<file path="src/rtl/uart_pkg.sv">
// Shared UART definitions: baud-rate encodings, divisor lookup and transmitter states.
package uart_pkg;

    localparam int DATA_W = 8;

    typedef enum logic [1:0] {
        BAUD24  = 2'b00,
        BAUD48  = 2'b01,
        BAUD96  = 2'b10,
        BAUD192 = 2'b11
    } baud_e;

    typedef enum logic [2:0] {
        IDLE,
        START,
        DATA,
        PARITY,
        STOP
    } tx_state_e;

    // Bit-period length in system clocks, rounded to nearest.
    function automatic int unsigned baud_divisor(input int unsigned clk_hz, input baud_e baud);
        int unsigned rate;
        case (baud)
            BAUD24:  rate = 2400;
            BAUD48:  rate = 4800;
            BAUD96:  rate = 9600;
            default: rate = 19200;
        endcase
        return (clk_hz + rate / 2) / rate;
    endfunction

endpackage

</file>
<file path="src/rtl/uart_tx_if.sv">
// Byte handshake between a producer and the UART transmitter.
interface uart_tx_if;
    import uart_pkg::*;

    logic [DATA_W-1:0] tx_data;
    logic              tx_valid;
    logic              tx_ready;

    modport master (output tx_data, output tx_valid, input tx_ready);
    modport slave  (input tx_data, input tx_valid, output tx_ready);

endinterface

</file>
<file path="src/rtl/uart_tx_bit_timer.sv">
// 1x bit-period timer: restarts on start, ticks bit_end on the last cycle of each bit.
module uart_tx_bit_timer #(
    parameter int DIV_W = 16
) (
    input  logic             clock,
    input  logic             reset,
    input  logic             en,
    input  logic             start,
    input  logic [DIV_W-1:0] div,
    output logic             bit_end,
    output logic             bit_pre
);

    logic [DIV_W-1:0] cnt_q, cnt_d;
    logic [DIV_W-1:0] div_q, div_d;

    // bit_pre flags the cycle before bit_end so callers can register outputs for that cycle.
    assign bit_end = en && (cnt_q == div_q - DIV_W'(1));
    assign bit_pre = en && (cnt_q == div_q - DIV_W'(2));

    always_comb begin
        cnt_d = cnt_q;
        div_d = div_q;
        if (start) begin
            cnt_d = '0;
            div_d = div;
        end else if (en) begin
            cnt_d = bit_end ? '0 : cnt_q + DIV_W'(1);
        end else begin
            cnt_d = '0;
        end
    end

    always_ff @(posedge clock) begin
        if (reset) begin
            cnt_q <= '0;
            div_q <= '0;
        end else begin
            cnt_q <= cnt_d;
            div_q <= div_d;
        end
    end

endmodule

</file>
<file path="src/rtl/uart_tx.sv">
// UART transmitter: start bit, 8 data bits LSB first, optional parity, 1 or 2 stop bits.
module uart_tx
    import uart_pkg::*;
#(
    parameter int unsigned CLK_HZ = 50_000_000,
    parameter int          DIV_W  = 16
) (
    input  logic        clock,
    input  logic        reset,
    input  logic [1:0]  baud_rate,
    input  logic        parity_en,
    input  logic        parity_odd,
    input  logic        stop2,
    uart_tx_if.slave    bus,
    output logic        tx_out,
    output logic        tx_busy,
    output logic        tx_done
);

    tx_state_e         state_q, state_d;
    logic [DATA_W-1:0] shift_q, shift_d;
    logic [2:0]        bit_idx_q, bit_idx_d;
    logic              stop_idx_q, stop_idx_d;
    logic              par_en_q, par_en_d;
    logic              par_bit_q, par_bit_d;
    logic              stop2_q, stop2_d;
    logic              tx_out_q, tx_out_d;
    logic              tx_ready_q, tx_ready_d;
    logic              tx_busy_q, tx_busy_d;
    logic              tx_done_q, tx_done_d;

    logic             accept;
    logic             bit_end;
    logic             bit_pre;
    logic             last_pre;
    logic [DIV_W-1:0] div_sel;

    assign accept  = bus.tx_valid && tx_ready_q;
    assign div_sel = DIV_W'(baud_divisor(CLK_HZ, baud_e'(baud_rate)));

    uart_tx_bit_timer #(.DIV_W(DIV_W)) u_timer (
        .clock   (clock),
        .reset   (reset),
        .en      (state_q != IDLE),
        .start   (accept),
        .div     (div_sel),
        .bit_end (bit_end),
        .bit_pre (bit_pre)
    );

    // Next cycle is the final cycle of the last stop bit.
    assign last_pre = (state_q == STOP) && (stop_idx_q == stop2_q) && bit_pre;

    always_comb begin
        state_d    = state_q;
        shift_d    = shift_q;
        bit_idx_d  = bit_idx_q;
        stop_idx_d = stop_idx_q;
        par_en_d   = par_en_q;
        par_bit_d  = par_bit_q;
        stop2_d    = stop2_q;
        tx_out_d   = tx_out_q;
        case (state_q)
            IDLE: ;
            START: if (bit_end) begin
                state_d   = DATA;
                tx_out_d  = shift_q[0];
                shift_d   = shift_q >> 1;
                bit_idx_d = '0;
            end
            DATA: if (bit_end) begin
                if (bit_idx_q == 3'd7) begin
                    if (par_en_q) begin
                        state_d  = PARITY;
                        tx_out_d = par_bit_q;
                    end else begin
                        state_d    = STOP;
                        tx_out_d   = 1'b1;
                        stop_idx_d = 1'b0;
                    end
                end else begin
                    tx_out_d  = shift_q[0];
                    shift_d   = shift_q >> 1;
                    bit_idx_d = bit_idx_q + 3'd1;
                end
            end
            PARITY: if (bit_end) begin
                state_d    = STOP;
                tx_out_d   = 1'b1;
                stop_idx_d = 1'b0;
            end
            STOP: if (bit_end) begin
                if (stop_idx_q == stop2_q) state_d = IDLE;
                else                       stop_idx_d = 1'b1;
            end
            default: state_d = IDLE;
        endcase
        // Acceptance may coincide with the final stop cycle, giving gapless frames.
        if (accept) begin
            state_d   = START;
            tx_out_d  = 1'b0;
            shift_d   = bus.tx_data;
            par_en_d  = parity_en;
            par_bit_d = (^bus.tx_data) ^ parity_odd;
            stop2_d   = stop2;
        end
        tx_busy_d  = (state_d != IDLE);
        tx_ready_d = (state_d == IDLE) || last_pre;
        tx_done_d  = last_pre;
    end

    always_ff @(posedge clock) begin
        if (reset) begin
            state_q    <= IDLE;
            bit_idx_q  <= '0;
            stop_idx_q <= 1'b0;
            tx_out_q   <= 1'b1;
            tx_ready_q <= 1'b1;
            tx_busy_q  <= 1'b0;
            tx_done_q  <= 1'b0;
        end else begin
            state_q    <= state_d;
            bit_idx_q  <= bit_idx_d;
            stop_idx_q <= stop_idx_d;
            tx_out_q   <= tx_out_d;
            tx_ready_q <= tx_ready_d;
            tx_busy_q  <= tx_busy_d;
            tx_done_q  <= tx_done_d;
        end
    end

    always_ff @(posedge clock) begin
        shift_q   <= shift_d;
        par_en_q  <= par_en_d;
        par_bit_q <= par_bit_d;
        stop2_q   <= stop2_d;
    end

    assign tx_out       = tx_out_q;
    assign tx_busy      = tx_busy_q;
    assign tx_done      = tx_done_q;
    assign bus.tx_ready = tx_ready_q;

endmodule

</file>
<file path="src/flat_wrapper.sv">
// flat-port wrapper written by rule: the top's interface ports become plain ports
module uart_tx_flat import uart_pkg::*;
#(
    parameter int unsigned CLK_HZ = 50_000_000,
    parameter int          DIV_W  = 16
)
  (clock, reset, baud_rate, parity_en, parity_odd, stop2, tx_out, tx_busy, tx_done, bus_tx_data, bus_tx_valid, bus_tx_ready);
  uart_tx_if bus_i ();
  input  logic clock;
  input  logic reset;
  input  logic [1:0] baud_rate;
  input  logic parity_en;
  input  logic parity_odd;
  input  logic stop2;
  output logic tx_out;
  output logic tx_busy;
  output logic tx_done;
  input wire logic [$bits(bus_i.tx_data)-1:0] bus_tx_data;
  input wire logic [$bits(bus_i.tx_valid)-1:0] bus_tx_valid;
  output wire logic [$bits(bus_i.tx_ready)-1:0] bus_tx_ready;
  assign bus_i.tx_data = bus_tx_data;
  assign bus_i.tx_valid = bus_tx_valid;
  assign bus_tx_ready = bus_i.tx_ready;
  uart_tx #(.CLK_HZ(CLK_HZ), .DIV_W(DIV_W)) u_core (.clock(clock), .reset(reset), .baud_rate(baud_rate), .parity_en(parity_en), .parity_odd(parity_odd), .stop2(stop2), .bus(bus_i), .tx_out(tx_out), .tx_busy(tx_busy), .tx_done(tx_done));
endmodule
</file>
<file path="config.mk">
export PLATFORM = sky130hd
export DESIGN_NAME = uart_tx_flat
export DESIGN_NICKNAME = d
export VERILOG_FILES = /design/src/rtl/uart_pkg.sv /design/src/rtl/uart_tx_if.sv /design/src/rtl/uart_tx_bit_timer.sv /design/src/rtl/uart_tx.sv /design/src/flat_wrapper.sv
export SDC_FILE = /design/constraint.sdc
export NUM_CORES = 1
export LEC_CHECK = 0
export BUFFER_PORTS_ARGS = -buffer_cell sky130_fd_sc_hd__buf_4
export CAP_MARGIN = 20
export CORE_ASPECT_RATIO = 0.9
export CORE_UTILIZATION = 55
export CTS_BUF_LIST = sky130_fd_sc_hd__clkbuf_4
export DETAILED_ROUTE_END_ITERATION = 16
export GPL_ROUTABILITY_DRIVEN = 0
export HOLD_SLACK_MARGIN = 0.12
export PLACE_DENSITY = 0.73
export REMOVE_ABC_BUFFERS = 1
export SLEW_MARGIN = 5
export SYNTH_ARGS = -nofsm -noshare
export SYNTH_HDL_FRONTEND = slang
export SYNTH_HIERARCHICAL = 1
export SYNTH_SLANG_ARGS = --single-unit
</file>
<file path="constraint.sdc">
create_clock -name clock -period 19.4 [get_ports clock]
set_input_delay 0.97 -clock clock [delete_from_list [all_inputs] [get_ports clock]]
set_output_delay 0.97 -clock clock [all_outputs]
set_load 0.05 [all_outputs]
</file>
# [Word-level counts from Yosys, hierarchy flattened]
# Index checks and enable logic that the tools add are counted.
[totals] regBits=54 inputBits=16 word_cells=97
[op_classes] add_sub_neg=5 div=1 n_eq_ne=22 muxes=33 bitwise_logic=2 n_reduce_logical=21
[ops] operator="$pmux 15 s3" count=1
[ops] operator="$mux 3" count=11
[ops] operator="$div 32x32->32" count=1
[ops] operator="$eq 16x16->1" count=2
[ops] operator="$mux 8" count=4
[ops] operator="$add 26x14->27 const A" count=1
[ops] operator="$add 16x1->16 const B" count=1
[ops] operator="$pmux 8 s2" count=1
[ops] operator="$sub 16x1->16 const B" count=1
[ops] operator="$sub 16x2->16 const B" count=1
[ops] operator="$pmux 3 s5" count=1
[ops] operator="$ne 2x2->1 const B" count=7
[ops] operator="$mux 1" count=12
[ops] operator="$ne 3x2->1 const B" count=4
[ops] operator="$reduce_and 4->1" count=3
[ops] operator="$reduce_bool 3->1" count=4
[ops] operator="$reduce_xor 8->1" count=1
[ops] operator="$reduce_and 7->1" count=1
[ops] operator="$eq 3x2->1 const B" count=2
[ops] operator="$eq 3x3->1 const B" count=2
[ops] operator="$logic_not 3->1" count=2
[ops] operator="$pmux 1 s3" count=2
[ops] operator="$pmux 3 s2" count=1
[ops] operator="$logic_and 1x1->1" count=5
[ops] operator="other kinds (13)" count=13

# [Logic depth before layout (Yosys ltp)]
# Gate-level depths: netlist of the first run.
[depth] depth_word=8 mapped_depth=72 mapped_depth_nobuf=67

# [Hierarchy]
# Netlist of the first run, hierarchy kept.
[by_module_without_submodules] mod="uart_tx" n_inst=1 cells_each=629 area_per_inst_um2=4663.2 seq_area_each_um2=550.5
[by_module_without_submodules] mod="uart_tx_bit_timer" n_inst=1 cells_each=248 area_per_inst_um2=2077.0 seq_area_each_um2=640.6

# [Worst setup path after synthesis of the first run]
# OpenSTA, ideal clock, no wires.
[synth_timing] kind="in2reg" startpoint="in baud_rate[1]" endpoint="reg u_core.u_timer.div_q[0]" setup_time_ns=0.128 arrival_time_ns=14.382 t_required_ns=19.272 setup_slack_ns=4.890 cell_stages=70 path_buffers=4 cell_sequence="inv_1 -> ha_1 -> buf_2 -> inv_1 -> buf_1 -> ha_1 -> or3b_4 -> nor2_1 -> ha_1 -> a21oi_1 -> nor2_1 -> a21oi_2 -> o21ai_2 -> ha_1 -> nand4_1 -> nor3_1 -> a211o_1 -> nor2_1 -> [34 not listed] -> nand2_1 -> o22ai_1 -> mux2i_1 -> o211a_2 -> a31o_4 -> mux2_4 -> or2_4 -> mux2i_2 -> a31oi_2 -> nor3_1 -> a311o_1 -> nor4b_2 -> a2111oi_4 -> a41oi_1 -> nor4_2 -> o2111ai_1 -> mux2i_1 -> nor2_1"
[synth_between] elab_chain_cells=4 word_cells_on_any_way=6
[synth_lines] item="start: declaration" line="flat_wrapper.sv:11" text="input logic [1:0] baud_rate;"
[synth_lines] item="$eq 2x2->1, or another cell as far along" line="uart_pkg.sv:24" text="case (baud)"
[synth_lines] item="$pmux 15 s3 *" line="uart_pkg.sv:24"
[synth_lines] item="$add 26x14->27" line="uart_pkg.sv:30" text="return (clk_hz + rate / 2) / rate;"
[synth_lines] item="$div 32x32->32 *" line="uart_pkg.sv:30"
[synth_lines] item="net u_core.div_sel[0]" line="uart_tx.sv:36" text="logic [DIV_W-1:0] div_sel;"
[synth_lines] item="end signal: assignment" line="uart_tx_bit_timer.sv:40" text="div_q <= div_d;"
[synth_lines] item="end: declaration" line="uart_tx_bit_timer.sv:15" text="logic [DIV_W-1:0] div_q, div_d;"
# Mark *: on every way through the listed nets, which the timed path passes. The rest lies on a longest branch.
# A chain may end at the register's enable or synchronous reset.

# [Worst setup path after layout of the first run]
# Same ends and word-level chain as after synthesis.

==> results of run 1 <==
-- cells in the final DEF, fill, tap and decap left out, types with 7 or more instances in the layout --
cell type,count
a21o_1,12
buf_4,29
nor3_1,24
o211ai_1,11
ha_1,36
dfxtp_1,43
xor2_1,18
mux2i_1,30
a31oi_1,20
inv_1,30
nand2b_1,10
nand4_1,14
nor2b_1,9
o21ai_0,50
xnor2_1,46
mux2_2,9
a21oi_1,44
and3_1,10
nand2_1,83
edfxtp_1,11
and2_1,9
nor3b_1,7
nand3_1,34
nor2_1,89
a211oi_1,11
nor4_1,12
-- final timing paths --
path | slack, ns | end
worst max-delay path | 2.20 | u_core/u_timer/div_q[0]
worst min-delay path | 0.49 | u_core/bit_idx_q[0]
worst max register to register | 15.59 | u_core/bit_idx_q[0]
worst min register to register | 0.49 | u_core/bit_idx_q[0]
-- cell usage after synthesis (all sizes together), types with 6 or more instances --
cell / instances / share of area
a21boi: 6 / 0.0072
xnor2: 46 / 0.060
nor4b: 8 / 0.012
o21ai: 55 / 0.042
edfxtp: 11 / 0.049
a21o: 12 / 0.013
clkbuf: 22 / 0.012
o21a: 6 / 0.0069
nor2: 89 / 0.050
nor4: 14 / 0.015
mux2: 10 / 0.017
nor3b: 8 / 0.0097
buf: 22 / 0.022
nor2b: 9 / 0.0084
and2: 9 / 0.0084
a31o: 6 / 0.0091
dfxtp: 43 / 0.13
nor3: 27 / 0.023
ha: 36 / 0.067
a31oi: 22 / 0.022
nand4: 15 / 0.015
and3: 10 / 0.0093
inv: 31 / 0.017
a311oi: 6 / 0.0087
o211a: 6 / 0.0089
a41oi: 6 / 0.0078
nand2: 87 / 0.051
nand3: 36 / 0.028
a21oi: 47 / 0.038
nand2b: 10 / 0.0093
mux2i: 32 / 0.050
a211oi: 14 / 0.020
o211ai: 13 / 0.016
xor2: 19 / 0.026
-- sequential cells by signal, summed over array words and instances, names as in the netlist --
name                  flops
u_core/u_timer/cnt_q     16
u_core/u_timer/div_q     16
u_core/shift_q            8
u_core/bit_idx_q          3
u_core/state_q            3
u_core/bus.tx_ready       1
u_core/par_bit_q          1
u_core/par_en_q           1
u_core/stop2_q            1
u_core/stop_idx_q         1
u_core/tx_busy            1
u_core/tx_done            1
u_core/tx_out             1
-- worst register-to-register path, cell delays in order, from the launching register on --
cell and delay (ns):
dfxtp_1 0.41, inv_1 0.12, ha_1 0.26, nor4b_2 0.45, nand4_1 0.17, xnor2_1 0.15, or4_1 0.57, a2111oi_4 0.28
buf_4 0.30, nand2b_1 0.13, o21bai_1 0.27, or4_1 0.50, a21oi_1 0.13
-- per-layer routing --
layer,vias to the layer above,wire [um]
met5,-,0
met4,0,750
met3,94,2126
met2,498,8780
met1,3267,8405
li1,3250,-
-- logic make-up (layout without fill, tap and decap cells) --
group / count (synthesis) / count (layout) / synth area share
xor gates and xnor gates: 65 / 65 / 0.08558
AOI/OAI and AO/OA: 250 / 250 / 0.2755
buffers and inverters: 79 / 71 / 0.05420
adders and majority gates: 36 / 36 / 0.06683
and+or+nand+nor: 351 / 351 / 0.2740
muxes: 42 / 42 / 0.06720
DFF: 54 / 54 / 0.1767
-- area by class of cell --
cell class	count	area, um2
Inverter	34	127.6
Clock inverter	3	16.27
Fill cell	1113	4697
Tap cell	156	195.2
Multi-Input combinational cell	744	5184
Clock buffer	5	37.54
Timing Repair Buffer	29	217.7
Sequential cell	54	1191
-- power by group through the flow --
stage	Sequential [W]	Combinational [W]	Clock (W)
2_1_floorplan	0.000130	0.000146	0
3_3_place_gp	0.000130	0.000189	0
3_5_place_dp	0.000130	0.000192	0
4_1_cts	0.000128	0.000193	0.0000525
5_1_grt	0.000129	0.000214	0.0000574
6_report	0.000128	0.000201	0.0000500
-- metrics by stage --
stage | hold slack [ns] | util
after floorplan | 0.4425 | -
after global placement | 0.4604 | 0.5928
after detailed placement | 0.4760 | 0.5928
after CTS | 0.4954 | 0.5974
after global routing | 0.5318 | 0.5974
final | 0.4904 | 0.5974
==> impl_results.md, run 1 <==
* Status: complete, no violations
* Slew of the pin with the lowest slew margin at roughly 1.0 ns
* Post-DP HPWL at roughly 15000 um
* Min Tclk post-route at about 17 ns
* CP top delay family: compound AO/OA/AOI/OAI gates
* Clock Path Buffers at 2
* Total Power at between 0.0003 and 0.0004 W
* Met2 capacity usage during global routing at 0.5021
* CP Max Fanout at 21
* Area Growth Syn to Fin at 3.397%
* Post-synth EDFFs at 11
* Most used routing layer: met2
* Int Power at between 0.0002 and 0.00025 W
* Clock network power share at 0.132
* Routed Antenna Nets at 0
* RSZ-0062 raised after global routing: no
* Die height at 107.0 um
* Slew Viols, Final at 0
* Worst skew pair latency at ~0.40 ns
* Hold depth at 2
* Row cnt at 37
* Synth Flop Type: dfxtp_1
* Share of cells above drive strength 1 at 0.1220
* Switching Power at roughly 0.00017 W
* Initial Util at 0.5778
* Vias in the first global route at approximately 6600
* Yosys warnings at 6
* PortBufs at 19
* Register clock-pin slew on the reported worst setup and hold paths at roughly 0.14 ns
* CTS root buffer: clkbuf_4
* Detailed router's first-iteration violation count at roughly 1100
* Final setup margin at 2.199 ns
* Hold-fix buffers at CTS at 0
* Layout net count at ~900
* GRT Util Overall at 0.3119
* Worst Setup End Kind: register
* Total gr overflow at 0
* Rel. slew slack at 0.3233
* Pre-CTS setup slack at 2.460 ns
* Max_cap viols at 0
* Design area at 0.006969 mm2
* Post-CTS Setup Inserts at 0
* DR vias/cell at between 6 and 7
* Final Hold Fails at 0
* Combinational fraction of design power at 0.530
* Cts bufs inserted at 5
* Post-synthesis cell area at between 0.006 and 0.007 mm2
* CTS tree: yes
* Sequential cell area fraction in the yosys report at 0.1767
* Met3 GRT Util at 0.05372
* HP Class: register to register
* # placed instances at ~1000
* Async SR Flop Fraction at 0
* Crit path buf inv count at 6
* P per Cell Area at ~54 mW/mm2
* Routed wire per std cell at ~20 um
* Worst path max stage delay at 0.74 ns
* Core area at ~0.012 mm2
* Mapped Avg Cell Area at ~7.7 um2
* R2R depth at 12
* Mapped Cells at between 800 and 900
* WS Path Type: primary input to register
* Number of setup violations in the final report at 0
* Worst EP arrival at between 15 and 20 ns
* CTS H-tree lvls at 2
* Number of remaining DRC errors at 0
* Die area at 0.01270 mm2
* Sw frac at 0.4399
* Worst reg2reg startpoint: u_core/u_timer/div_q[1]
* Pin count of the biggest net entering global routing at 34
* Worst path required time at between 15 and 20 ns
* Clock skew at ~0.028 ns
* Via Count at slightly above 7000
* CP startpoint: baud_rate[1]
* Post-CTS sizing at 0
* Final cell count without fillers at roughly 1000
* Crit path launch type: primary input
* CP dominant cell by count: ha_1
* P_leak at 2.711 nW
* Slowest-stage cell, CP: a31oi_1
* Initial antenna violation count at 0
* Hold Startpoint: u_core/bit_idx_q[0]
* M1 GR Usage at 0.4104
* Stages on worst setup path at 66
* Die width at 118.7 um
* WL final at 20060 um
* Flops & latches, synth at between 50 and 60
* Library cells used by synthesis at 104
* CTS sink cnt at between 50 and 60
* Part of the power in registers at 0.338
* FMAX at about 58 MHz
* Placed cell areas at 0.006915 mm2
* First-pass GRT wire length at 32420 um
* IO Pins at 20
* Drt pass-1 iters at 6
* Final Cycle Share at 0.8867
* Setup TNS at 0 ns
* N_diodes at 0
* Maximum VDD drop at 42.61 uV
Power figures use the tool's default switching activity.
==> run 2, diff against run 1 <==
- SYNTH_HIERARCHICAL: 1 -> unset
==> run 2 against run 1 <==
Compared with the run above: final cell count rose by 7.5%; clock power fell by 0.8%; utilization fell by 1.6 points.
==> impl_results.md, run 2 <==
* CTS tree: yes
* Library cells used by synthesis at 98
* Switching Power at between 0.00015 and 0.0002 W
* Cell with the most instances after synthesis: nand2_1
* Maximum VDD drop at between 20 and 30 uV
* Die area at approximately 0.013 mm2
* Slew Viols, Final at 0
* Via Count at roughly 7300
* Worst path max stage delay at between 0.5 and 0.6 ns
* Slowest-stage cell, CP: ha_1
* N_diodes at 0
* Largest Register: u_core.u_timer.cnt_q
* Yosys warnings at 0
* RSZ-0062 raised after global routing: no
* WL final at 20230 um
* IO Pins at 20
* Post-synth EDFFs at 11
* CTS H-tree lvls at 2
* Sequential cell area fraction in the yosys report at 0.1656
* Top cells by area, synth: dfxtp_1 (12%), nand2_1 (6.9%), ha_1 (6.8%)
* Initial antenna violation count at 0
* Synth top area share at 0.1172
* Final Cycle Share at 0.8925
* Worst EP arrival at 17.61 ns
* P_leak at between 2 and 3 nW
* Core area at between 0.01 and 0.015 mm2
* Vias in the first global route at about 6600
* P per Cell Area at ~52 mW/mm2
* Routed wire per std cell at ~18 um
* Number of remaining DRC errors at 0
* Worst path required time at 19.69 ns
* Synth Flop Type: dfxtp_1
* Fillers at 1148
* Drt pass-1 iters at 6
* Min Tclk post-route at 17.32 ns
* Crit path launch type: primary input
* Layout net count at 994
* Share of cells above drive strength 1 at 0.08280
* Status: complete, no violations
* Cts bufs inserted at 5
* PortBufs at 19
* Async SR Flop Fraction at 0
* Number of flip-flops under the largest register name at 16
* Max_cap viols at 0
* Die height at 107.7 um
* Int Power at a little over 0.0002 W
* Worst skew pair latency at 0.38 ns
* Crit path buf inv count at 6
* Synth area leader: dfxtp_1
* Register clock-pin slew on the reported worst setup and hold paths at around 0.15 ns
* Post-synthesis mux area share at 0.04304
* Post-CTS sizing at 0
* CP dominant cell by count: ha_1
* CTS sink cnt at between 50 and 60
* Most instantiated cells after synthesis: nand2_1 (126), nor2_1 (114), a21oi_1 (59), o21ai_0 (49), nand3_1 (44)
* Pin count of the biggest net entering global routing at 35
* Mapped Cells at just under 1000
* Compound-Gate Fraction of Synth Area at 0.2861
* Routed Antenna Nets at 0
* GRT Util Overall at 0.3151
* Number of setup violations in the final report at 0
* Util after Layout at 0.5817
* Flops & latches, synth at 51
* Clock network power share at 0.136
* CP Max Fanout at 25
* Clock Path Buffers at 2
* HP Class: register to register
* Clock skew at ~0.012 ns
* Row cnt at 38
* Main combinational cell family by area after synthesis: simple AND/OR/NAND/NOR gates
* Worst Setup End Kind: register
* Part of the power in registers at 0.328
* Total gr overflow at 0
* Detailed router's first-iteration violation count at ~1100
* Post-CTS Setup Inserts at 0
* Post-synthesis cell area at just under 0.007 mm2
* Final Hold Fails at 0
* DR vias/cell at ~6.6
* FMAX at 57.75 MHz
* First-pass GRT wire length at roughly 33000 um
* WS Path Type: primary input to register
* Post-DP HPWL at ~15000 um
* Area Growth Syn to Fin at 2.839%
* Initial Util at 0.5657
* CP top delay family: compound AO/OA/AOI/OAI gates
* Combinational fraction of design power at 0.537
* Mapped Avg Cell Area at 7.072 um2
* Synth Area in Simple Gates at 0.3037
* Commonest non-fill, non-tap cell in the layout: nand2_1
* Die width at 119.5 um
* Sw frac at 0.4452
* CTS root buffer: clkbuf_4
* Most frequent cells in the layout: nand2_1 (126), nor2_1 (114), a21oi_1 (59)
* XOR/XNOR Fraction of Synth Area at 0.07436
* Slew of the pin with the lowest slew margin at a little under 0.9 ns
* Hold-fix buffers at CTS at 0
* Setup TNS at 0 ns
* Rel. slew slack at 0.4070
* Largest registers: u_core.u_timer.cnt_q x16, u_core.u_timer.div_q x13, u_core.shift_q x8
* Area share of fa/ha/maj cells after synthesis at 0.06777
run 2: cell types whose count changed in the layout (fill, tap and decap cells not counted), sizes merged, moves of 10 or more:
cell	delta
or3	+10
xnor2	-14
nand3	+10
nor2	+25
mux2i	-11
a21oi	+15
nand2	+40
run 2: kinds of logic (layout without fill, tap and decap cells):
kind of cell,Yosys count,in the layout
and+or+nand+nor,428,428
AOI/OAI and AO/OA,270,270
buffers and inverters,95,71
xor gates and xnor gates,58,58
DFF,51,51
adders and majority gates,37,37
muxes,27,27
run 2: worst paths after layout:
kind / start / end / slack [ns] / cells past startpoint
max: baud_rate[1] / u_core.u_timer.div_q[0] / 2.08 / 62
min reg2reg: u_core.bit_idx_q[0] / u_core.bit_idx_q[0] / 0.49 / 2
min: u_core.bit_idx_q[0] / u_core.bit_idx_q[0] / 0.49 / 2
max reg2reg: u_core.u_timer.div_q[9] / u_core.bit_idx_q[0] / 15.14 / 13
run 2: through the flow:
stage	power, W	std cells	hold WS, ns	worst slack, ns	instance area, um2
finish	0.0003656	1102	0.4878	2.085	7025
global route	0.0003882	1102	0.5280	1.016	7025
CTS	0.0003608	1102	0.4856	2.535	7025
detailed placement	0.0003103	1094	0.4642	2.132	6967
global placement	0.0003111	1094	0.4595	2.757	6967
floorplan	0.0002649	906	0.4381	4.163	6556
run 2: tightest hold or removal path, stage by stage (launching register included):
cell     delay, ns
dfxtp_1       0.35
nand2_1       0.06
a21oi_1       0.05
run 2: power groups by stage:
stage	Sequential [W]	Combinational [W]	Clock [W]
floorplan	0.000122	0.000142	0
global placement	0.000122	0.000189	0
detailed placement	0.000122	0.000188	0
CTS	0.000120	0.000190	0.0000516
global route	0.000120	0.000212	0.0000553
finish	0.000120	0.000196	0.0000496
run 2: final cells by class:
type	instances	area, um2	share of cell area
Clock inverter	2	13.76	0.001959
Clock buffer	6	45.04	0.006411
Sequential cell	51	1131	0.1610
Multi-Input combinational cell	820	5294	0.7535
Tap cell	160	200.2	0.02850
Inverter	35	131.4	0.01870
Timing Repair Buffer	28	210.2	0.02992
run 2: per-layer routing:
layer,share of wire,GRT usage
met4,0.022,0.1054
met2,0.40,0.4571
met5,0,0
met1,0.46,0.4517
met3,0.11,0.07362
==> run 3, diff against run 2 <==
- CORE_UTILIZATION: 55 -> 24
- PLACE_DENSITY: 0.73 -> 0.39
==> run 3 against run 2 <==
Compared with the run above: the run now ends with design-rule violations left; register-to-register slack gained 0.34 ns; routed wire length up 21%; worst setup slack improved by 0.30 ns; sequential power hardly changed; design area grew 4.6%; critical path type unchanged; fmax grew 1.8%; power increased by 9.0%; via count decreased by 1.3%; sequential cell count did not move; final cell count up 19%; clock skew rose by 0.010 ns; global-route usage shrank 15 points; largest power group unchanged.
==> impl_results.md, run 3 (same netlist as run 2, synthesis figures left out) <==
* Status: finished, violations left
* Failing checks: design-rule violations
* HP Class: register to register
* Vias in the first global route at 6915
* Setup TNS at 0 ns
* Hold Startpoint: u_core.bit_idx_q[0]
* PortBufs at 19
* CP top delay family: compound AO/OA/AOI/OAI gates
* Met2 capacity usage during global routing at 0.2632
* Detailed router's first-iteration violation count at 692
* Initial antenna violation count at 0
* R2R setup slack at approximately 15 ns
* R2R depth at 13
* Most used routing layer: met2
* Share of cells above drive strength 1 at 0.08668
* RSZ-0062 raised after global routing: no
* Rel. slew slack at 0.4219
* Slew Viols, Final at 0
* Die height at 162.1 um
* Slew of the pin with the lowest slew margin at roughly 0.86 ns
* Area Growth Syn to Fin at 7.619%
* Maximum VDD drop at ~25 uV
* Number of setup violations in the final report at 0
* Number of flip-flops under the largest register name at 16
* Largest registers: u_core.u_timer.cnt_q x16, u_core.u_timer.div_q x13, u_core.shift_q x8
* Total gr overflow at 0
* Post-CTS Setup Inserts at 0
* Hold EP: u_core.bit_idx_q[0]
* Sw frac at 0.4231
* Routed Antenna Nets at 0
* Worst path required time at approximately 20 ns
* CTS sink cnt at 51
* Clock Path Buffers at 2
* Worst reg2reg startpoint: u_core.u_timer.div_q[9]
* Total Power at approximately 0.00040 W
* Worst path max stage delay at 0.65 ns
* FMAX at between 50 and 60 MHz
* Clock network power share at 0.193
* Routed wire per std cell at approximately 19 um
* N_diodes at 0
* Final Cycle Share at 0.8772
* Crit path buf inv count at 6
* GRT Util Overall at 0.1656
* M1 GR Usage at 0.2368
* Hold-fix buffers at CTS at 0
* Worst reg2reg path endpoint: u_core.bit_idx_q[0]
* Layout net count at about 1000
* Pin count of the biggest net entering global routing at 35
* Combinational fraction of design power at 0.506
* Crit path launch type: primary input
* First-pass GRT wire length at 39100 um
* P_leak at ~2.9 nW
* Met3 GRT Util at 0.02130
* Clock skew at 0.02252 ns
* WS Path Type: primary input to register
* Most frequent cells in the layout: nand2_1 (126), nor2_1 (114), a21oi_1 (59)
* Slowest-stage cell, CP: ha_1
* Commonest non-fill, non-tap cell in the layout: nand2_1
* Min Tclk post-route at approximately 17 ns
* Row cnt at 58
* Cts bufs inserted at 5
* Initial Util at 0.2445
* CP dominant cell by count: ha_1
* Design area at ~0.0074 mm2
* Die width at between 150 and 200 um
* CP Max Fanout at 25
* Worst EP arrival at between 15 and 20 ns
* IO Pins at 20
* WL final at roughly 24000 um
* Core area at 0.02794 mm2
* Final Hold Fails at 0
* Die area at 0.02914 mm2
* Placed cell areas at just over 0.007 mm2
* Number of remaining DRC errors at 2
* CTS tree: yes
* Max_cap viols at 0
* Int Power at around 0.00023 W
* Worst Setup End Kind: register
* Largest Register: u_core.u_timer.cnt_q
* Register clock-pin slew on the reported worst setup and hold paths at approximately 0.16 ns
* Switching Power at ~0.00017 W
* Drt pass-1 iters at 11
* Post-CTS sizing at 0
* P per Cell Area at approximately 54 mW/mm2
* Post-DP HPWL at between 15000 and 20000 um
* Fillers at 3067
* Worst skew pair latency at 0.38 ns
* Hold depth at 2
* DR vias/cell at between 5 and 6
* CTS root buffer: clkbuf_4
* CTS H-tree lvls at 2
* Part of the power in registers at 0.301
* Via Count at between 7000 and 8000
## run 3: cell types whose count changed in the layout (fill, tap and decap cells not counted), sizes merged
cell    change
buf         +4
bufinv      +2
clkinv      -2
## run 3: power by group through the flow
stage	registers [W]	logic (W)	clock network, W
global placement	0.000123	0.000202	0
finish	0.000120	0.000201	0.0000769
floorplan	0.000122	0.000142	0
detailed placement	0.000123	0.000198	0
CTS	0.000120	0.000199	0.0000804
global route	0.000121	0.000220	0.0000844
## run 3: tightest hold or removal path, delay by kind of cell (launching register included)
kind / cells / cell delay (ns)
compound gates: 1 / 0.05
flops: 1 / 0.35
simple gates: 1 / 0.06
## run 3: routing by layer
layer  vias to the layer above  wire, um
li1                       3510         -
met1                      3452     12290
met2                       231     10610
met3                        37      1134
met4                         0       362
met5                         -         0
## run 3: layout make-up
class | instances | area [um2] | area share
clock buffers | 6 | 45.04 | 0.006127
clock inverters | 2 | 60.06 | 0.008169
inverters | 35 | 131.4 | 0.01787
multi-input cells | 820 | 5294 | 0.7200
flip-flops and latches | 51 | 1131 | 0.1538
well taps | 360 | 450.4 | 0.06127
repair buffers | 32 | 240.2 | 0.03268
## run 3: how the worst max path moves through the flow
| stage | start | to | slack (ns) | cells past startpoint |
|---|---|---|---|---|
| 6_report | baud_rate[1] | u_core.u_timer.div_q[0] | 2.38 | 62 |
| 5_1_grt | baud_rate[1] | u_core.u_timer.div_q[0] | 1.28 | 62 |
| 4_1_cts | baud_rate[1] | u_core.u_timer.div_q[0] | 2.68 | 62 |
| 3_5_place_dp | baud_rate[1] | u_core.u_timer.div_q[0] | 2.31 | 62 |
| 3_3_place_gp | baud_rate[1] | u_core.u_timer.div_q[0] | 2.62 | 62 |
| 2_1_floorplan | baud_rate[1] | u_core.u_timer.div_q[0] | 4.16 | 59 |
## run 3: metrics by stage
stage	std cells	worst slack, ns	hold WS [ns]	utilization
finish	1306	2.383	0.4837	0.2631
global route	1306	1.280	0.5149	0.2631
CTS	1306	2.682	0.4881	0.2631
detailed placement	1298	2.313	0.4678	0.2594
global placement	1298	2.624	0.4607	0.2594
floorplan	906	4.163	0.4381	-
